### src/rtl/demux_pkg.sv
`default_nettype none
// ============================================================================
//  Module      : demux_pkg
//  Description : Shared constants and types for the 1-to-2 16-bit stream
//                demultiplexer: default data width and FIFO depth, the
//                channel select encoding and the statistics counter width.
//  Revision    : 1.0 - initial release
// ============================================================================
package demux_pkg;

    // Default data width of the input word and both output channels.
    localparam int WIDTH_DEF = 16;

    // Default entries per output FIFO (power of two, minimum 2).
    localparam int DEPTH_DEF = 2;

    // Width of the per-channel accepted-push counters (optional statistics).
    localparam int STAT_W = 8;

    // Channel select encoding carried on in_control.
    typedef enum logic {
        CH_A = 1'b0,
        CH_B = 1'b1
    } channel_e;

endpackage : demux_pkg
`default_nettype wire

### src/rtl/demux1x2_16bits_stream_fifo.sv
`default_nettype none
// ============================================================================
//  Module      : fifo_sync_16bits
//  Description : Single-clock synchronous FIFO used as the per-channel output
//                buffer of the stream demultiplexer. Push and pop may occur in
//                the same cycle; the head word is presented combinationally
//                from the storage array.
//  Revision    : 1.0 - initial release
//
//  Parameters  : WIDTH  data width
//                DEPTH  number of entries (power of two, minimum 2)
//
//  Ports       : clk          rising-edge clock
//                reset        synchronous active-high reset
//                i_push       write i_push_data (ignored when full)
//                i_push_data  word to write
//                i_pop        advance read pointer (ignored when empty)
//                o_full       count == DEPTH
//                o_empty      count == 0
//                o_count      number of stored words
//                o_head       oldest stored word
// ============================================================================
module fifo_sync_16bits
    import demux_pkg::*;
#(
    parameter int WIDTH = WIDTH_DEF,
    parameter int DEPTH = DEPTH_DEF
) (
    input  logic                       clk,
    input  logic                       reset,
    input  logic                       i_push,
    input  logic [WIDTH-1:0]           i_push_data,
    input  logic                       i_pop,
    output logic                       o_full,
    output logic                       o_empty,
    output logic [$clog2(DEPTH):0]     o_count,
    output logic [WIDTH-1:0]           o_head
);

    localparam int PTR_W = $clog2(DEPTH);
    localparam int CNT_W = PTR_W + 1;
    localparam logic [CNT_W-1:0] FULL_CNT = CNT_W'(DEPTH);

    // ------------------------------------------------------------------------
    // State
    // ------------------------------------------------------------------------
    logic [WIDTH-1:0] mem_q   [DEPTH];
    logic [WIDTH-1:0] mem_d   [DEPTH];
    logic [PTR_W-1:0] wptr_q;
    logic [PTR_W-1:0] wptr_d;
    logic [PTR_W-1:0] rptr_q;
    logic [PTR_W-1:0] rptr_d;
    logic [CNT_W-1:0] count_q;
    logic [CNT_W-1:0] count_d;

    logic             w_full;
    logic             w_empty;
    logic             w_do_push;
    logic             w_do_pop;

    // ------------------------------------------------------------------------
    // Status and qualified handshakes
    // ------------------------------------------------------------------------
    assign w_full    = (count_q == FULL_CNT);
    assign w_empty   = (count_q == '0);

    // The FIFO protects itself: a push while full or a pop while empty is
    // dropped here, independent of what the caller gates upstream.
    assign w_do_push = i_push & ~w_full;
    assign w_do_pop  = i_pop  & ~w_empty;

    // ------------------------------------------------------------------------
    // Next-state logic
    // ------------------------------------------------------------------------
    always_comb begin
        mem_d = mem_q;
        if (w_do_push) begin
            mem_d[wptr_q] = i_push_data;
        end
    end

    always_comb begin
        wptr_d = wptr_q;
        rptr_d = rptr_q;
        // DEPTH is a power of two, so the pointers wrap by simple overflow.
        if (w_do_push) begin
            wptr_d = wptr_q + PTR_W'(1);
        end
        if (w_do_pop) begin
            rptr_d = rptr_q + PTR_W'(1);
        end
    end

    always_comb begin
        count_d = count_q;
        unique case ({w_do_push, w_do_pop})
            2'b10:   count_d = count_q + CNT_W'(1);
            2'b01:   count_d = count_q - CNT_W'(1);
            default: count_d = count_q;
        endcase
    end

    // ------------------------------------------------------------------------
    // Registers
    // ------------------------------------------------------------------------
    // Storage is cleared on reset so the head reads as zero right after reset.
    always_ff @(posedge clk) begin
        if (reset) begin
            for (int i = 0; i < DEPTH; i++) begin
                mem_q[i] <= '0;
            end
        end else begin
            mem_q <= mem_d;
        end
    end

    always_ff @(posedge clk) begin
        if (reset) begin
            wptr_q  <= '0;
            rptr_q  <= '0;
            count_q <= '0;
        end else begin
            wptr_q  <= wptr_d;
            rptr_q  <= rptr_d;
            count_q <= count_d;
        end
    end

    // ------------------------------------------------------------------------
    // Outputs
    // ------------------------------------------------------------------------
    assign o_full  = w_full;
    assign o_empty = w_empty;
    assign o_count = count_q;
    assign o_head  = mem_q[rptr_q];

endmodule : fifo_sync_16bits
`default_nettype wire

### src/rtl/demux1x2_16bits_stream.sv
`default_nettype none
// ============================================================================
//  Module      : demux1x2_16bits_stream
//  Description : Registered 1-to-2 stream demultiplexer. One WIDTH-bit word
//                per cycle is accepted on a valid/ready input and routed to
//                channel A (in_control=0) or channel B (in_control=1). Each
//                channel owns a FIFO so a stalled consumer never disturbs the
//                other channel.
//  Revision    : 1.0 - initial release
//
//  Optional    : DEMUX_STATS_EN - adds per-channel accepted-push counters
//                (stat_a_cnt, stat_b_cnt) and a stall indicator (stat_stall).
//
//  Ports       : clk         rising-edge clock
//                reset       synchronous active-high reset
//                in_data     word to route
//                in_control  channel select, stable while in_valid=1
//                in_valid    in_data/in_control valid
//                in_ready    selected channel FIFO has space
//                a_data      head of FIFO A
//                a_valid     FIFO A non-empty
//                a_ready     consumer A takes head
//                b_data      head of FIFO B
//                b_valid     FIFO B non-empty
//                b_ready     consumer B takes head
//                stat_a_cnt  accepted pushes to A, wraps (DEMUX_STATS_EN)
//                stat_b_cnt  accepted pushes to B, wraps (DEMUX_STATS_EN)
//                stat_stall  in_valid=1 and in_ready=0 (DEMUX_STATS_EN)
// ============================================================================
module demux1x2_16bits_stream
    import demux_pkg::*;
#(
    parameter int WIDTH = WIDTH_DEF,
    parameter int DEPTH = DEPTH_DEF
) (
    input  logic                 clk,
    input  logic                 reset,
    input  logic [WIDTH-1:0]     in_data,
    input  logic                 in_control,
    input  logic                 in_valid,
    output logic                 in_ready,
    output logic [WIDTH-1:0]     a_data,
    output logic                 a_valid,
    input  logic                 a_ready,
    output logic [WIDTH-1:0]     b_data,
    output logic                 b_valid,
    input  logic                 b_ready
`ifdef DEMUX_STATS_EN
    ,
    output logic [STAT_W-1:0]    stat_a_cnt,
    output logic [STAT_W-1:0]    stat_b_cnt,
    output logic                 stat_stall
`endif
);

    localparam int CNT_W = $clog2(DEPTH) + 1;
    localparam logic [CNT_W-1:0] FULL_CNT = CNT_W'(DEPTH);

    // ------------------------------------------------------------------------
    // Routing and flow control
    // ------------------------------------------------------------------------
    channel_e          w_sel;
    logic [CNT_W-1:0]  w_count_a;
    logic [CNT_W-1:0]  w_count_b;
    logic              w_full_a;
    logic              w_full_b;
    logic              w_empty_a;
    logic              w_empty_b;
    logic              w_space_a;
    logic              w_space_b;
    logic              w_accept;
    logic              w_push_a;
    logic              w_push_b;
    logic              w_pop_a;
    logic              w_pop_b;

    assign w_sel     = channel_e'(in_control);

    // Ready reflects only the registered occupancy of the selected FIFO; a
    // pop in the same cycle does not open space for a push into a full FIFO.
    assign w_space_a = (w_count_a != FULL_CNT);
    assign w_space_b = (w_count_b != FULL_CNT);
    assign in_ready  = (w_sel == CH_B) ? w_space_b : w_space_a;

    assign w_accept  = in_valid & in_ready;

    // Only the selected FIFO sees the push; the other one is untouched.
    assign w_push_a  = w_accept & (w_sel == CH_A) & ~w_full_a;
    assign w_push_b  = w_accept & (w_sel == CH_B) & ~w_full_b;

    assign a_valid   = ~w_empty_a;
    assign b_valid   = ~w_empty_b;
    assign w_pop_a   = a_valid & a_ready;
    assign w_pop_b   = b_valid & b_ready;

    // ------------------------------------------------------------------------
    // Per-channel output FIFOs
    // ------------------------------------------------------------------------
    fifo_sync_16bits #(
        .WIDTH (WIDTH),
        .DEPTH (DEPTH)
    ) u_fifo_a (
        .clk         (clk),
        .reset       (reset),
        .i_push      (w_push_a),
        .i_push_data (in_data),
        .i_pop       (w_pop_a),
        .o_full      (w_full_a),
        .o_empty     (w_empty_a),
        .o_count     (w_count_a),
        .o_head      (a_data)
    );

    fifo_sync_16bits #(
        .WIDTH (WIDTH),
        .DEPTH (DEPTH)
    ) u_fifo_b (
        .clk         (clk),
        .reset       (reset),
        .i_push      (w_push_b),
        .i_push_data (in_data),
        .i_pop       (w_pop_b),
        .o_full      (w_full_b),
        .o_empty     (w_empty_b),
        .o_count     (w_count_b),
        .o_head      (b_data)
    );

`ifdef DEMUX_STATS_EN
    // ------------------------------------------------------------------------
    // Statistics: accepted pushes per channel (wrapping) and stall flag
    // ------------------------------------------------------------------------
    logic [STAT_W-1:0] stat_a_cnt_q;
    logic [STAT_W-1:0] stat_a_cnt_d;
    logic [STAT_W-1:0] stat_b_cnt_q;
    logic [STAT_W-1:0] stat_b_cnt_d;

    always_comb begin
        stat_a_cnt_d = stat_a_cnt_q;
        stat_b_cnt_d = stat_b_cnt_q;
        if (w_push_a) begin
            stat_a_cnt_d = stat_a_cnt_q + STAT_W'(1);
        end
        if (w_push_b) begin
            stat_b_cnt_d = stat_b_cnt_q + STAT_W'(1);
        end
    end

    always_ff @(posedge clk) begin
        if (reset) begin
            stat_a_cnt_q <= '0;
            stat_b_cnt_q <= '0;
        end else begin
            stat_a_cnt_q <= stat_a_cnt_d;
            stat_b_cnt_q <= stat_b_cnt_d;
        end
    end

    assign stat_a_cnt = stat_a_cnt_q;
    assign stat_b_cnt = stat_b_cnt_q;
    assign stat_stall = in_valid & ~in_ready;
`endif

endmodule : demux1x2_16bits_stream
`default_nettype wire

### config.mk
export PLATFORM = sky130hd
export DESIGN_NAME = demux1x2_16bits_stream
export DESIGN_NICKNAME = d
export VERILOG_FILES = /design/src/rtl/demux_pkg.sv /design/src/rtl/demux1x2_16bits_stream_fifo.sv /design/src/rtl/demux1x2_16bits_stream.sv
export SDC_FILE = /design/constraint.sdc
export NUM_CORES = 1
export LEC_CHECK = 0
export BUFFER_PORTS_ARGS = -buffer_cell sky130_fd_sc_hd__buf_2
export CAP_MARGIN = 20
export CORE_MARGIN = 2
export CORE_UTILIZATION = 56
export CTS_BUF_LIST = sky130_fd_sc_hd__clkbuf_16
export DETAILED_ROUTE_END_ITERATION = 6
export GPL_TIMING_DRIVEN = 1
export HOLD_SLACK_MARGIN = 0.03
export PLACE_DENSITY = 0.81
export REMOVE_ABC_BUFFERS = 1
export SLEW_MARGIN = 30
export SYNTH_ARGS = -nofsm -noshare
export SYNTH_HDL_FRONTEND = slang
export SYNTH_SLANG_ARGS = --single-unit
### constraint.sdc
create_clock -name clk -period 1.8 [get_ports clk]
set_input_delay 0.27 -clock clk [delete_from_list [all_inputs] [get_ports clk]]
set_output_delay 0.27 -clock clk [all_outputs]
set_load 0.05 [all_outputs]
# Yosys cells after proc, flatten, opt, wreduce, memory -nomap -nowiden
# Cells that the tools add are included.
# op_classes
addsub,8
n_lt_le_gt_ge,6
n_eq_ne,8
n_mux,15
bitwise,20
reduce_logical,6
# ops
operator,n
16-bit 2-to-1 mux,8
32-bit bitwise mux,2
16-bit demux with 1-bit select,2
1-bit bitwise AND,11
"2-bit == test, second input constant",4
"2-bit >= comparator, second input constant",4
1-bit NOT with 2-bit output,4
2-bit one-hot mux with 2 select lines,2
1-bit NOT,5
"1-bit adder, second input constant",4
"2-bit by 1-bit adder with 2-bit output, second input constant",2
"2-bit by 1-bit == test with 1-bit output, second input constant",2
2-bit logical NOT,2
"2-bit by 1-bit < comparator with 1-bit output, second input constant",2
"2-bit inequality test, second input constant",2
2-bit nonzero test,2
"2-bit by 1-bit subtractor with 2-bit output, second input constant",2
1-bit logical AND,2
1-bit 2-to-1 mux,1
# totals
regBits,72
in_bits,22
output_inout_bits,35

# Longest topological paths before layout
# logic_depth
ltp_word,8
ltp_mapped,6
ltp_nobuf,6

# Cells and area by module
# Synthesis repeated with hierarchy kept, for this count alone.
# unflattened
hier_cells,372
area_unflattened_um2,3574.7
# modules_own_cells
mod,n_inst,cells_each,area_each_um2,seq_area_each_um2
fifo_sync_16bits,2,181,1750.4,720.7
demux1x2_16bits_stream,1,10,73.8,0.0

# Worst setup path after synthesis
# No wires, ideal clock.
# synth_timing
kind,register -> output
start,"register u_fifo_a.count_q[0], in the netlist u_fifo_a.o_count[0]"
end,output port in_ready
t_arrival_ns,1.405
required_ns,1.530
setup_slack_ns,0.125
path_stages_with_launch,4
n_path_buf,0
path_cell_list,dfxtp_1 > nand2b_1 > nor2_1 > a21oi_1
# synth_between
elab_chain_len,2
# synth_lines
item,line_no,source
from (decl),demux1x2_16bits_stream_fifo.sv:53,logic [CNT_W-1:0] count_q;
from (signal assigned),demux1x2_16bits_stream_fifo.sv:125,count_q <= count_d;
2-bit inequality test,demux1x2_16bits_stream.sv:81,assign w_space_a = (w_count_a != FULL_CNT);
1-bit 2-to-1 mux,demux1x2_16bits_stream.sv:83,assign in_ready = (w_sel == CH_B) ? w_space_b : w_space_a;
to (decl),demux1x2_16bits_stream.sv:41,"output logic in_ready,"
# No other way between the ends.

# Final worst setup path
# layout_timing
start,register u_fifo_a.rptr_q
end,output port a_data[1]
# layout_between
elab_chain_len,4
# layout_lines
item,line_no,source
from (decl),demux1x2_16bits_stream_fifo.sv:51,logic [PTR_W-1:0] rptr_q;
from (signal assigned),demux1x2_16bits_stream_fifo.sv:124,rptr_q <= rptr_d;
1-bit NOT with 2-bit output (implied by the code),demux1x2_16bits_stream_fifo.sv:135,assign o_head = mem_q[rptr_q];
16-bit 2-to-1 mux (implied by the code) (3 in series),demux1x2_16bits_stream_fifo.sv:135,
to (decl),demux1x2_16bits_stream.sv:42,"output logic [WIDTH-1:0] a_data,"
# No other way between the ends. The select of a mux whose other input is x is not followed.

==> flow_summary.yaml <==
global_routing:
  antenna_found_initial: 0
  overflow: 0
  grt_usage_pct: 21.5
  grt_pass1_vias: 2249
  grt_max_degree: 63
  grt_first_pass_wirelength_mm: 10.6
timing:
  finalHoldViolCount: 0
  setup_tns_ns: 0
  period_needed_ns: 1.73
  setup_violations: 0
  fmax_ghz: 0.579
  fin_ws_ns: 0.0732
  drv_slew: 0
  hold_slack_ns: 0.271
  worst_slew_pin_slew_ns: 0.482
  clock_skew_ns: 0.00383
  rsz0062_at_grt: "no"
  period_share_pct: 95.9
  max_slew_margin_pct: 67.8
power:
  leakagePower_nw: 1.94
  intPower_mw: 3.48
  combPwrFrac_pct: 28.4
  p_seq_share_pct: 36.0
  ir_worst_vdd_mv: 0.790
  pwr-share-clk_pct: 35.6
  powerDensity_nw_per_um2: 1280
  p_switching_mw: 1.63
  switching_share_pct: 31.9
place:
  io_buffers: 56
  gp_congestion: 0.673
  dp_slack_ns: 0.168
  hpwl_mm: 4.16
cells_and_area:
  fillers: 459
  regArea_um2: 1440
  nets: 389
  area_growth_pct: 19.7
  num_antenna_cells: 0
  multi_input_comb_area_um2: 1790
  drive_gt1_share_pct: 31.4
yosys:
  synth.top_cell.area_share_pct: 43.1
  synth_seq_cells: 72
  async_reset_ff_share_pct: 0
  syn_area_per_cell_um2: 10.8
  synthTopCellsByArea: "dfxtp_1 43%, mux2i_1 19%, nand2b_1 15%"
  netlist_instances: 309
  yosysMostFrequentCell: "nand2b_1"
  ys_seq_area_share_pct: 43.1
  syn-cell-area_um2: 3340
  ys_warn_count: 0
  synth.cells.most_frequent: "82 x nand2b_1, 72 x dfxtp_1, 64 x mux2i_1, 32 x mux2_2, 10 x clkbuf_1"
  yosysTopAreaCell: "dfxtp_1"
  synth-main-ff-cell: "dfxtp_1"
  ys_types: 28
  synth_edf_count: 0
clocking:
  clockBufferDepth: 2
  clk_pin_slew_worst_paths_ns: 0.05
  post_cts_buffers: 0
  cts_root_buffer: "clkbuf_16"
  cts_tree: "built"
  cts_buffers: 9
  ctsResizeCount: 0
  clkLatencyLatePin_ns: 0.33
  htreeDepth: 3
  clkSinkCount: 72
  holdBufCountCts: 0
routing:
  viasPerCell: 5.14
  dr.pass1.iters: 4
  drcViolationCount: 0
  ant_nets: 0
  finalWirelength_mm: 6.46
  dr.first_iter.drc_count: 119
  vias: 2284
  avgRoutedWirePerCell_um: 14.6
floorplan:
  coreArea_um2: 5850
  rows: 28
  die_x_um: 81.3
  io_pins: 57
  dieHeight_um: 81.3
  initial_core_util_pct: 57.2
  die_area_um2: 6610
worst_hold_path:
  hold_class: "input port to flop"
worst_setup_path:
  cp-end-kind: "output pin"
  crit_arrival_ns: 1.46
  worstSetupStartpointType: "flop"
  critPathMaxFanout: 12
  required_ns: 1.53
  crit_type: "flop to output pin"
run:
  cap_viol_max_count: 0
outcome:
  status: "completed"
## placed cells by master, fill, tap and decap left out, types with 2 or more instances in the layout
master     instances
or2_2              2
a21oi_1            5
ha_1               2
o21a_1             2
buf_2             56
xor2_1             2
buf_12             2
bufinv_16          2
nor2_1             5
nand2_1            2
buf_4              6
mux2_2            32
mux2i_1           64
clkinv_1           2
nand2b_1          81
clkbuf_16          9
or3_1              3
dfxtp_1           72
o21ai_0            3
xnor2_1            4
## worst max-delay path, stage by stage (launching register included)
cell and delay [ns]:
dfxtp_1 0.36, buf_6 0.19, mux2_2 0.36, buf_2 0.21
## per-layer routing
metal	wire, µm	GRT usage (%)	vias to the layer above
met5	0	0	-
met4	56	5.08	0
met3	317	8.33	7
met2	3060	36.2	48
met1	3030	25.8	1073
li1	-	-	1156
## power by group through the flow
stage / registers [mW] / logic (mW) / clock network (mW)
2_1_floorplan: 1.92 / 1.04 / 0
3_3_place_gp: 1.86 / 1.44 / 0
3_5_place_dp: 1.87 / 1.45 / 0
4_1_cts: 1.84 / 1.46 / 1.84
5_1_grt: 1.86 / 1.56 / 1.92
6_report: 1.84 / 1.45 / 1.82
## cell type report
type                       instances  share of cell area (%)
clock inverter                     6                    1.91
timing repair buffer              65                    9.41
tap                               75                    2.34
multi-input combinational        217                    44.7
clock buffer                       9                    5.63
sequential                        72                    36.0
## stage by stage
stage,total power [mW],cell area (µm²),cells,utilization (%)
final,5.11,4000,444,68.4
after global routing,5.34,4000,444,68.4
after CTS,5.14,4000,444,68.3
after detailed placement,3.32,3700,429,63.2
after global placement,3.30,3700,429,63.2
after floorplan,2.95,3230,289,-
## kinds of logic (layout without fill, tap and decap cells)
kind of cell | count (synthesis) | after routing | synth area share, %
buffers and inverters | 20 | 80 | 3.44
muxes | 96 | 96 | 29.9
AOI/OAI and AO/OA | 11 | 11 | 1.95
xor gates and xnor gates | 6 | 6 | 1.57
adders and majority gates | 2 | 2 | 0.748
DFF | 72 | 72 | 43.1
and+or+nand+nor | 102 | 102 | 19.3
## state kept, by name, indices dropped and copies added, names as in the netlist
signal	cells
u_fifo_a.mem_q	32
u_fifo_a.o_count	2
u_fifo_a.rptr_q	1
u_fifo_a.wptr_q	1
u_fifo_b.mem_q	32
u_fifo_b.o_count	2
u_fifo_b.rptr_q	1
u_fifo_b.wptr_q	1
## final timing paths
kind                       start  depth (start not counted)  slack, ns                  end
max              u_fifo_a.rptr_q                          3       0.07            a_data[1]
min                   in_data[2]                          3       0.27    u_fifo_a.mem_q[2]
min reg2reg    u_fifo_a.mem_q[8]                          2       0.47    u_fifo_a.mem_q[8]
max reg2reg  u_fifo_b.o_count[0]                          5       0.17  u_fifo_b.o_count[1]
Power figures use the tool's default switching activity.
